--- src/rtl/result_collector.sv ---
// rtl/result_collector.sv - reassembles chunked result stream into a host-readable word buffer
module result_collector #(
  parameter int CHUNK_W = 8,
  parameter int CHUNKS  = 3,
  parameter int ELEMS   = 9,
  parameter int IDX_W   = 4
) (
  input  logic                        clk,
  input  logic                        rst,
  input  logic                        start,
  input  logic                        clear,
  input  logic                        in_valid,
  input  logic [CHUNK_W-1:0]          in_data,
  output logic                        in_ready,
  output logic                        word_strobe,
  output logic [CHUNK_W*CHUNKS-1:0]   word_data,
  output logic [IDX_W-1:0]            word_idx,
  input  logic                        rd_en,
  input  logic [IDX_W-1:0]            rd_addr,
  output logic [CHUNK_W*CHUNKS-1:0]   rd_data,
  output logic                        busy,
  output logic                        done,
  output logic                        overflow
);

  localparam int WORD_W = CHUNK_W * CHUNKS;
  localparam int CNT_W  = (CHUNKS > 1) ? $clog2(CHUNKS) : 1;
  localparam logic [CNT_W-1:0] LAST_CHUNK = CNT_W'(CHUNKS - 1);
  localparam logic [IDX_W-1:0] LAST_ELEM  = IDX_W'(ELEMS - 1);

  typedef enum logic [1:0] {IDLE, COLLECT, DONE} state_t;

  state_t              state;
  logic [CNT_W-1:0]    chunk_cnt;
  logic [IDX_W-1:0]    elem_cnt;
  logic [WORD_W-1:0]   asm_reg;
  logic [WORD_W-1:0]   full_word;
  logic [WORD_W-1:0]   mem [ELEMS];
  logic                accept;
  logic                word_done;

  assign in_ready  = (state == COLLECT);
  assign busy      = (state == COLLECT);
  assign done      = (state == DONE);
  assign accept    = in_ready && in_valid && !clear;
  assign word_done = accept && (chunk_cnt == LAST_CHUNK);

  // The final chunk goes straight into the word so the buffer write happens on its own edge.
  always_comb begin
    full_word = asm_reg;
    full_word[(CHUNKS-1)*CHUNK_W +: CHUNK_W] = in_data;
  end

  always_ff @(posedge clk) begin
    if (!rst) begin
      state       <= IDLE;
      chunk_cnt   <= '0;
      elem_cnt    <= '0;
      asm_reg     <= '0;
      word_strobe <= 1'b0;
      word_data   <= '0;
      word_idx    <= '0;
      overflow    <= 1'b0;
    end else begin
      word_strobe <= 1'b0;
      if (clear) begin
        state     <= IDLE;
        chunk_cnt <= '0;
        elem_cnt  <= '0;
        asm_reg   <= '0;
      end else begin
        case (state)
          IDLE: begin
            if (start) begin
              state     <= COLLECT;
              chunk_cnt <= '0;
              elem_cnt  <= '0;
              asm_reg   <= '0;
            end
          end
          COLLECT: begin
            if (word_done) begin
              word_data   <= full_word;
              word_idx    <= elem_cnt;
              word_strobe <= 1'b1;
              chunk_cnt   <= '0;
              asm_reg     <= '0;
              elem_cnt    <= elem_cnt + IDX_W'(1);
              if (elem_cnt == LAST_ELEM) state <= DONE;
            end else if (accept) begin
              asm_reg[int'(chunk_cnt)*CHUNK_W +: CHUNK_W] <= in_data;
              chunk_cnt <= chunk_cnt + CNT_W'(1);
            end
          end
          DONE: begin
            if (start) begin
              state     <= COLLECT;
              chunk_cnt <= '0;
              elem_cnt  <= '0;
              asm_reg   <= '0;
              overflow  <= 1'b0;
            end else if (in_valid) begin
              overflow <= 1'b1;
            end
          end
          default: state <= IDLE;
        endcase
      end
    end
  end

  // Buffer contents survive reset; only the read register is cleared.
  always_ff @(posedge clk) begin
    if (word_done) mem[elem_cnt] <= full_word;
  end

  always_ff @(posedge clk) begin
    if (!rst) begin
      rd_data <= '0;
    end else if (rd_en) begin
      rd_data <= (rd_addr <= LAST_ELEM) ? mem[rd_addr] : '0;
    end
  end

endmodule

--- config.mk ---
export PLATFORM = sky130hd
export DESIGN_NAME = result_collector
export DESIGN_NICKNAME = d
export VERILOG_FILES = /design/src/rtl/result_collector.sv
export SDC_FILE = /design/constraint.sdc
export NUM_CORES = 1
export LEC_CHECK = 0
export CAP_MARGIN = 15
export CORE_UTILIZATION = 57
export DETAILED_ROUTE_END_ITERATION = 7
export DONT_BUFFER_PORTS = 1
export GPL_TIMING_DRIVEN = 1
export MAX_ROUTING_LAYER = met4
export PLACE_DENSITY = 0.83
export SLEW_MARGIN = 20
export SYNTH_ARGS = -nofsm -noshare
export SYNTH_HDL_FRONTEND = slang
export SYNTH_SLANG_ARGS = --single-unit
--- constraint.sdc ---
create_clock -name clk -period 3.65 [get_ports clk]
set_input_delay 0.365 -clock clk [delete_from_list [all_inputs] [get_ports clk]]
set_output_delay 0.365 -clock clk [all_outputs]
set_load 0.02 [all_outputs]
==> results of run 1 <==
==> worst max path at each step <==
stage,end,slack (ns),cells past startpoint
final,mem[7][8],1.23,7
after global routing,mem[7][14],1.15,7
after CTS,mem[0][16],1.30,5
after detailed placement,mem[0][7],1.32,5
after global placement,mem[0][7],1.43,5
after floorplan,mem[0][0],-0.37,5
==> synth_stat cells, types with 2 or more instances <==
master     count  area [um2]
a21oi_1       30         150
a221oi_1      13         114
a222oi_1      11         110
a22o_1        16         140
a32oi_1        2        17.5
and2_1         3        18.8
and3_1        20         125
buf_1          2        7.51
buf_12         3        60.1
buf_2         10        50.1
buf_4          2        15.0
buf_6          2        22.5
clkbuf_1      22        82.6
dfxtp_1       78        1560
edfxtp_1     216        6490
ha_1           8         100
inv_1          9        33.8
mux2_2        13         146
mux2i_1       13         130
mux4_1         8         210
mux4_2        27         608
nand2_1       96         360
nand2b_1      15        93.8
nand3_1        4        20.0
nand4bb_1      2        22.5
nor2_1        25        93.8
nor2b_1        4        25.0
nor3_1         3        15.0
nor4b_1        5        43.8
nor4b_2        2        30.0
o211ai_1      13        97.6
o21a_1         3        22.5
o21ai_0       13        65.1
xor2_1         2        17.5
==> worst max-delay path: stages, from the launching register on <==
cell and delay (ns):
dfxtp_1 0.37, inv_1 0.16, ha_1 0.33, nand2_1 0.15, buf_4 0.29, nor2_1 0.20, and3_1 0.17, buf_4 0.37
==> power by group through the flow <==
stage	combinational [mW]	clock, mW	sequential [mW]
after CTS	0.155	2.96	3.61
final	0.159	2.94	3.60
after floorplan	0.139	0	3.67
after detailed placement	0.124	0	3.68
after global routing	0.169	3.09	3.61
after global placement	0.118	0	3.68
==> stage by stage <==
stage	std cells	TNS, ns
after detailed placement	937	0
after floorplan	703	-27.00
final	1001	0
after global placement	937	0
after global routing	1001	0
after CTS	1000	0
==> logic make-up (layout without fill, tap and decap cells) <==
kind of cell / count (synthesis) / after routing
compound gates: 105 / 105
buf+inv: 50 / 87
other cells: 0 / 1
xor+xnor: 2 / 2
flops: 294 / 294
fa+ha+maj: 8 / 8
mux: 61 / 61
simple gates: 183 / 183
==> repair_timing <==
| item | CTS | global route |
|---|---|---|
| endpoints found under the hold margin | 109 | 0 |
| resized for setup | 0 | 0 |
| hold buffers | 11 | 0 |
==> area by class of cell <==
type	count	area (um2)
clock buffer	43	886
clock inverter	9	73.8
multi-input combinational	359	2900
inverter	9	33.8
timing repair buffer	26	223
fill	1183	6460
antenna	1	2.50
sequential	294	8050
tap	260	325
==> metal layers <==
metal | vias to the layer above | wire, um | GRT usage, %
li1 | 2748 | - | -
met1 | 3152 | 9880 | 35.4
met2 | 433 | 12500 | 43.1
met3 | 67 | 2640 | 5.22
met4 | 0 | 725 | 9.45
met5 | - | 0 | -
==> results.cfg, run 1 <==
[global_route]
first_global_vias = 6556
grt_overflow_total = 0
grt_start_max_net_pins = 63
antenna_found_initial = 1
grtUsageTotal_pct = 27.1
grt_pass1_wl_um = 39300

[floorplan]
die-height_um = 142
io_pins = 75
die_x_um = 142
die_area_um2 = 20100
start_util_pct = 58.9
core_um2 = 19000
rows = 50

[clock_network]
cts_root_buf = clkbuf_16
cts.sinks = 294
cts_tree = yes
cts_max_level = 1
postCtsSetupRepairBufs = 0
cts.path.max_buffers = 3
numCtsBuffers = 28
path_clk_slew_ns = 0.06
clock_latency_ns = 0.53

[pwr]
vdd_ir_drop_max_uv = 374
power_leakage_nw = 4.27
power_frac_seq_pct = 53.8
power_frac_comb_pct = 2.4
p_clk_share_pct = 43.9
internal_power_mw = 5.38
p_sw_share_pct = 19.7
power_mw = 6.70
powerDensity_nw_per_um2 = 536
switchingPower_mw = 1.32

[worst_hold_path]
hold_start = rst
holdPathEnd = rd_data[18]
whs_path_depth = 1
hold_path_class = in2reg

[critical_path]
critPathCaptureType = flop
start_kind = flop
r2r_start = chunk_cnt[0]
reg2reg_to = mem[7][8]
crit_start = chunk_cnt[0]
r2r_cells = 7
crit_type = reg2reg
cp.required_ns = 3.83
worstPathMaxFanout = 37
arrival_ns = 2.60
worst-r2r-setup-slack_ns = 1.23

[status]
status = finished, final reports clean

[flow_run]
maxCapViolCount = 0

[synth]
yosysSeqAreaShare_pct = 72.1
synth.net_count = 729
synth_top_family_by_area = multiplexers
synth-edff-count = 216
yosysWarnings = 0
ys_seq_elements = 294
synthSimpleGateAreaFrac_pct = 7.91
synthXorXnorAreaFrac_pct = 0.157
synth_area_um2 = 11200
synth.mux.area_fraction_pct = 9.81
synth-compound-area-share_pct = 6.69
synth_area_per_cell_um2 = 15.9
ys_types = 42
syn_inst = 703
ys.flop_type = edfxtp_1
synthAdderAreaFrac_pct = 0.897
async_reset_ff_share_pct = 0

[route]
detail_route.iter0.violations = 741
routed_wl_um = 25700
viasPerCell = 6.39
wl_per_cell_um = 25.7
drtPass1Iterations = 6
ant_nets = 0
route.detailed.drc = 0
vias = 6400

[placed_design]
gp_congestion = 0.841
io_buffers = 0
place_area_um2 = 11400
pre_cts_ws_ns = 1.32
place_hpwl_um = 15000

[final_layout]
syn2layout_area_growth_pct = 11.9
top_regs = mem: 216 flops, rd_data: 24 flops, word_data: 24 flops
drive_gt1_share_pct = 15.3
top_register = mem
nets = 744
final_common_cell = edfxtp_1
finalInstanceArea_um2 = 12500
utilization_pct = 65.9
final_cell_mix = edfxtp_1, nand2_1, dfxtp_1, clkbuf_16, a21oi_1
largest_reg_flops = 216

[sta]
tightest_slew_ns = 1.13
clock.fmax_mhz = 414
hold_ws_ns = 0.0147
min_period_over_period_pct = 66.2
fin_ws_ns = 1.23
finalSetupViolCount = 0
rsz0062_at_grt = false
hold_viol_final = 0
finalMaxSlewViolations = 0
slew_headroom_pct = 24.2
period_needed_ns = 2.42
clock_skew_ns = 0.00940
Note: power is estimated with default switching activity, not from simulation.
==> run 2, diff against run 1 <==
- clock period: 3.65 -> 2 ns (I/O delays scaled with it)
==> results.cfg, run 2 (same netlist as run 1, synthesis figures left out) <==
[status]
status = finished, final reports clean

[floorplan]
die_x_um = 142
io_pins = 75
start_util_pct = 58.9
die_area_um2 = 20100
die-height_um = 142
rows = 50
core_um2 = 19000

[global_route]
grt_pass1_wl_um = 39800
grtUsageMet3_pct = 4.95
met2_usage_pct = 44.4
gr-max-usage-layer = met2
antenna_found_initial = 1
grt_start_max_net_pins = 59
use_met1_pct = 36.8
first_global_vias = 6557
grtUsageTotal_pct = 27.9
grt_overflow_total = 0

[sta]
rsz0062_at_grt = false
tightest_slew_ns = 1.03
clock_skew_ns = 0.0158
period_needed_ns = 1.88
min_period_over_period_pct = 94.2
finalSetupViolCount = 0
clock.fmax_mhz = 531
hold_ws_ns = 0.0269
tns_ns = 0
slew_headroom_pct = 31.3
hold_viol_final = 0
finalMaxSlewViolations = 0

[final_layout]
syn2layout_area_growth_pct = 13.9
largest_reg_flops = 216
final_cell_mix = edfxtp_1, nand2_1, dfxtp_1, a21oi_1, clkbuf_16
final_common_cell = edfxtp_1
utilization_pct = 67.1
drive_gt1_share_pct = 16.9
nets = 757
top_regs = mem: 216 flops, rd_data: 24 flops, word_data: 24 flops
top_register = mem

[clock_network]
postCtsSetupRepairBufs = 0
cts.sinks = 294
cts.path.max_buffers = 3
path_clk_slew_ns = 0.06
numCtsBuffers = 28
cts_root_buf = clkbuf_16
clock_latency_ns = 0.54
cts_tree = yes
cts_max_level = 1

[route]
wl_per_cell_um = 25.9
detail_route.iter0.violations = 781
vias = 6487
ant_nets = 0
drtPass1Iterations = 5
viasPerCell = 6.40
routed_wl_um = 26200
route.detailed.drc = 0

[critical_path]
critPathCaptureType = flop
cp.required_ns = 2.22
start_kind = flop
worstPathMaxFanout = 24
arrival_ns = 2.11
crit_type = reg2reg

[pwr]
power_mw = 12.2
vdd_ir_drop_max_uv = 703
powerDensity_nw_per_um2 = 957
power_leakage_nw = 4.33

[placed_design]
gp_congestion = 0.830
place_hpwl_um = 15300
io_buffers = 0

[worst_hold_path]
hold_path_class = in2reg

[flow_run]
maxCapViolCount = 0
[run 2: cell types whose count changed in the layout (fill, tap and decap cells not counted), moves of 2 or more]
cell,change
and3_2,+4
buf_12,+7
nor4b_2,-2
dfxtp_2,+2
and3_1,-4
dlygate4sd3_1,+6
clkinv_1,+3
nor4b_4,+2
clkinv_2,-2
dfxtp_1,-2
[run 2: layout make-up]
cell class,count,area [um2]
clock inverter,11,82.6
tap,260,325
sequential,294,8050
multi-input combinational,359,2950
timing repair buffer,39,423
fill,1190,6240
clock buffer,41,847
antenna,1,2.50
inverter,9,33.8
[run 2: metrics by stage]
stage | setup WS (ns) | std cells | instance area (um2)
global route | 0.0390 | 1014 | 12700
global placement | 0.231 | 944 | 11600
CTS | 0.128 | 1013 | 12700
detailed placement | 0.150 | 944 | 11600
finish | 0.115 | 1014 | 12700
floorplan | -0.144 | 703 | 11300
[run 2: critical path, cell delays in order (launching register included)]
cell,delay [ns]
dfxtp_2,0.34
and4bb_2,0.36
nand2_2,0.21
nor2_2,0.21
and3_2,0.24
buf_12,0.20
[run 2: worst paths after layout]
| path | startpoint | endpoint | slack, ns | depth (start not counted) |
|---|---|---|---|---|
| setup / recovery | state[1] | mem[5][23] | 0.12 | 5 |
| hold reg to reg | mem[8][3] | rd_data[3] | 0.47 | 2 |
| setup reg to reg | state[1] | mem[5][23] | 0.12 | 5 |
| hold / removal | rd_en | rd_data[10] | 0.03 | 3 |
[run 2: timing repair]
action / 4_1_cts / 5_1_grt
hold endpoints to repair: 125 / 0
hold buffers: 17 / 0
setup endpoints to repair: 0 / 11
resized for setup: 0 / 1
[run 2: layer usage]
layer,part of all wire (%),vias up
met5,0,-
met4,2.9,0
met1,40,3276
met2,48,374
met3,9.2,62
li1,-,2775
[run 2: report_power, final]
| group | internal (mW) | switching [mW] | leakage, nW |
|---|---|---|---|
| Clock | 3.06 | 2.20 | 0.462 |
| Combinational | 0.147 | 0.179 | 1.21 |
| Sequential | 6.51 | 0.0659 | 2.66 |
| Total | 9.72 | 2.45 | 4.33 |
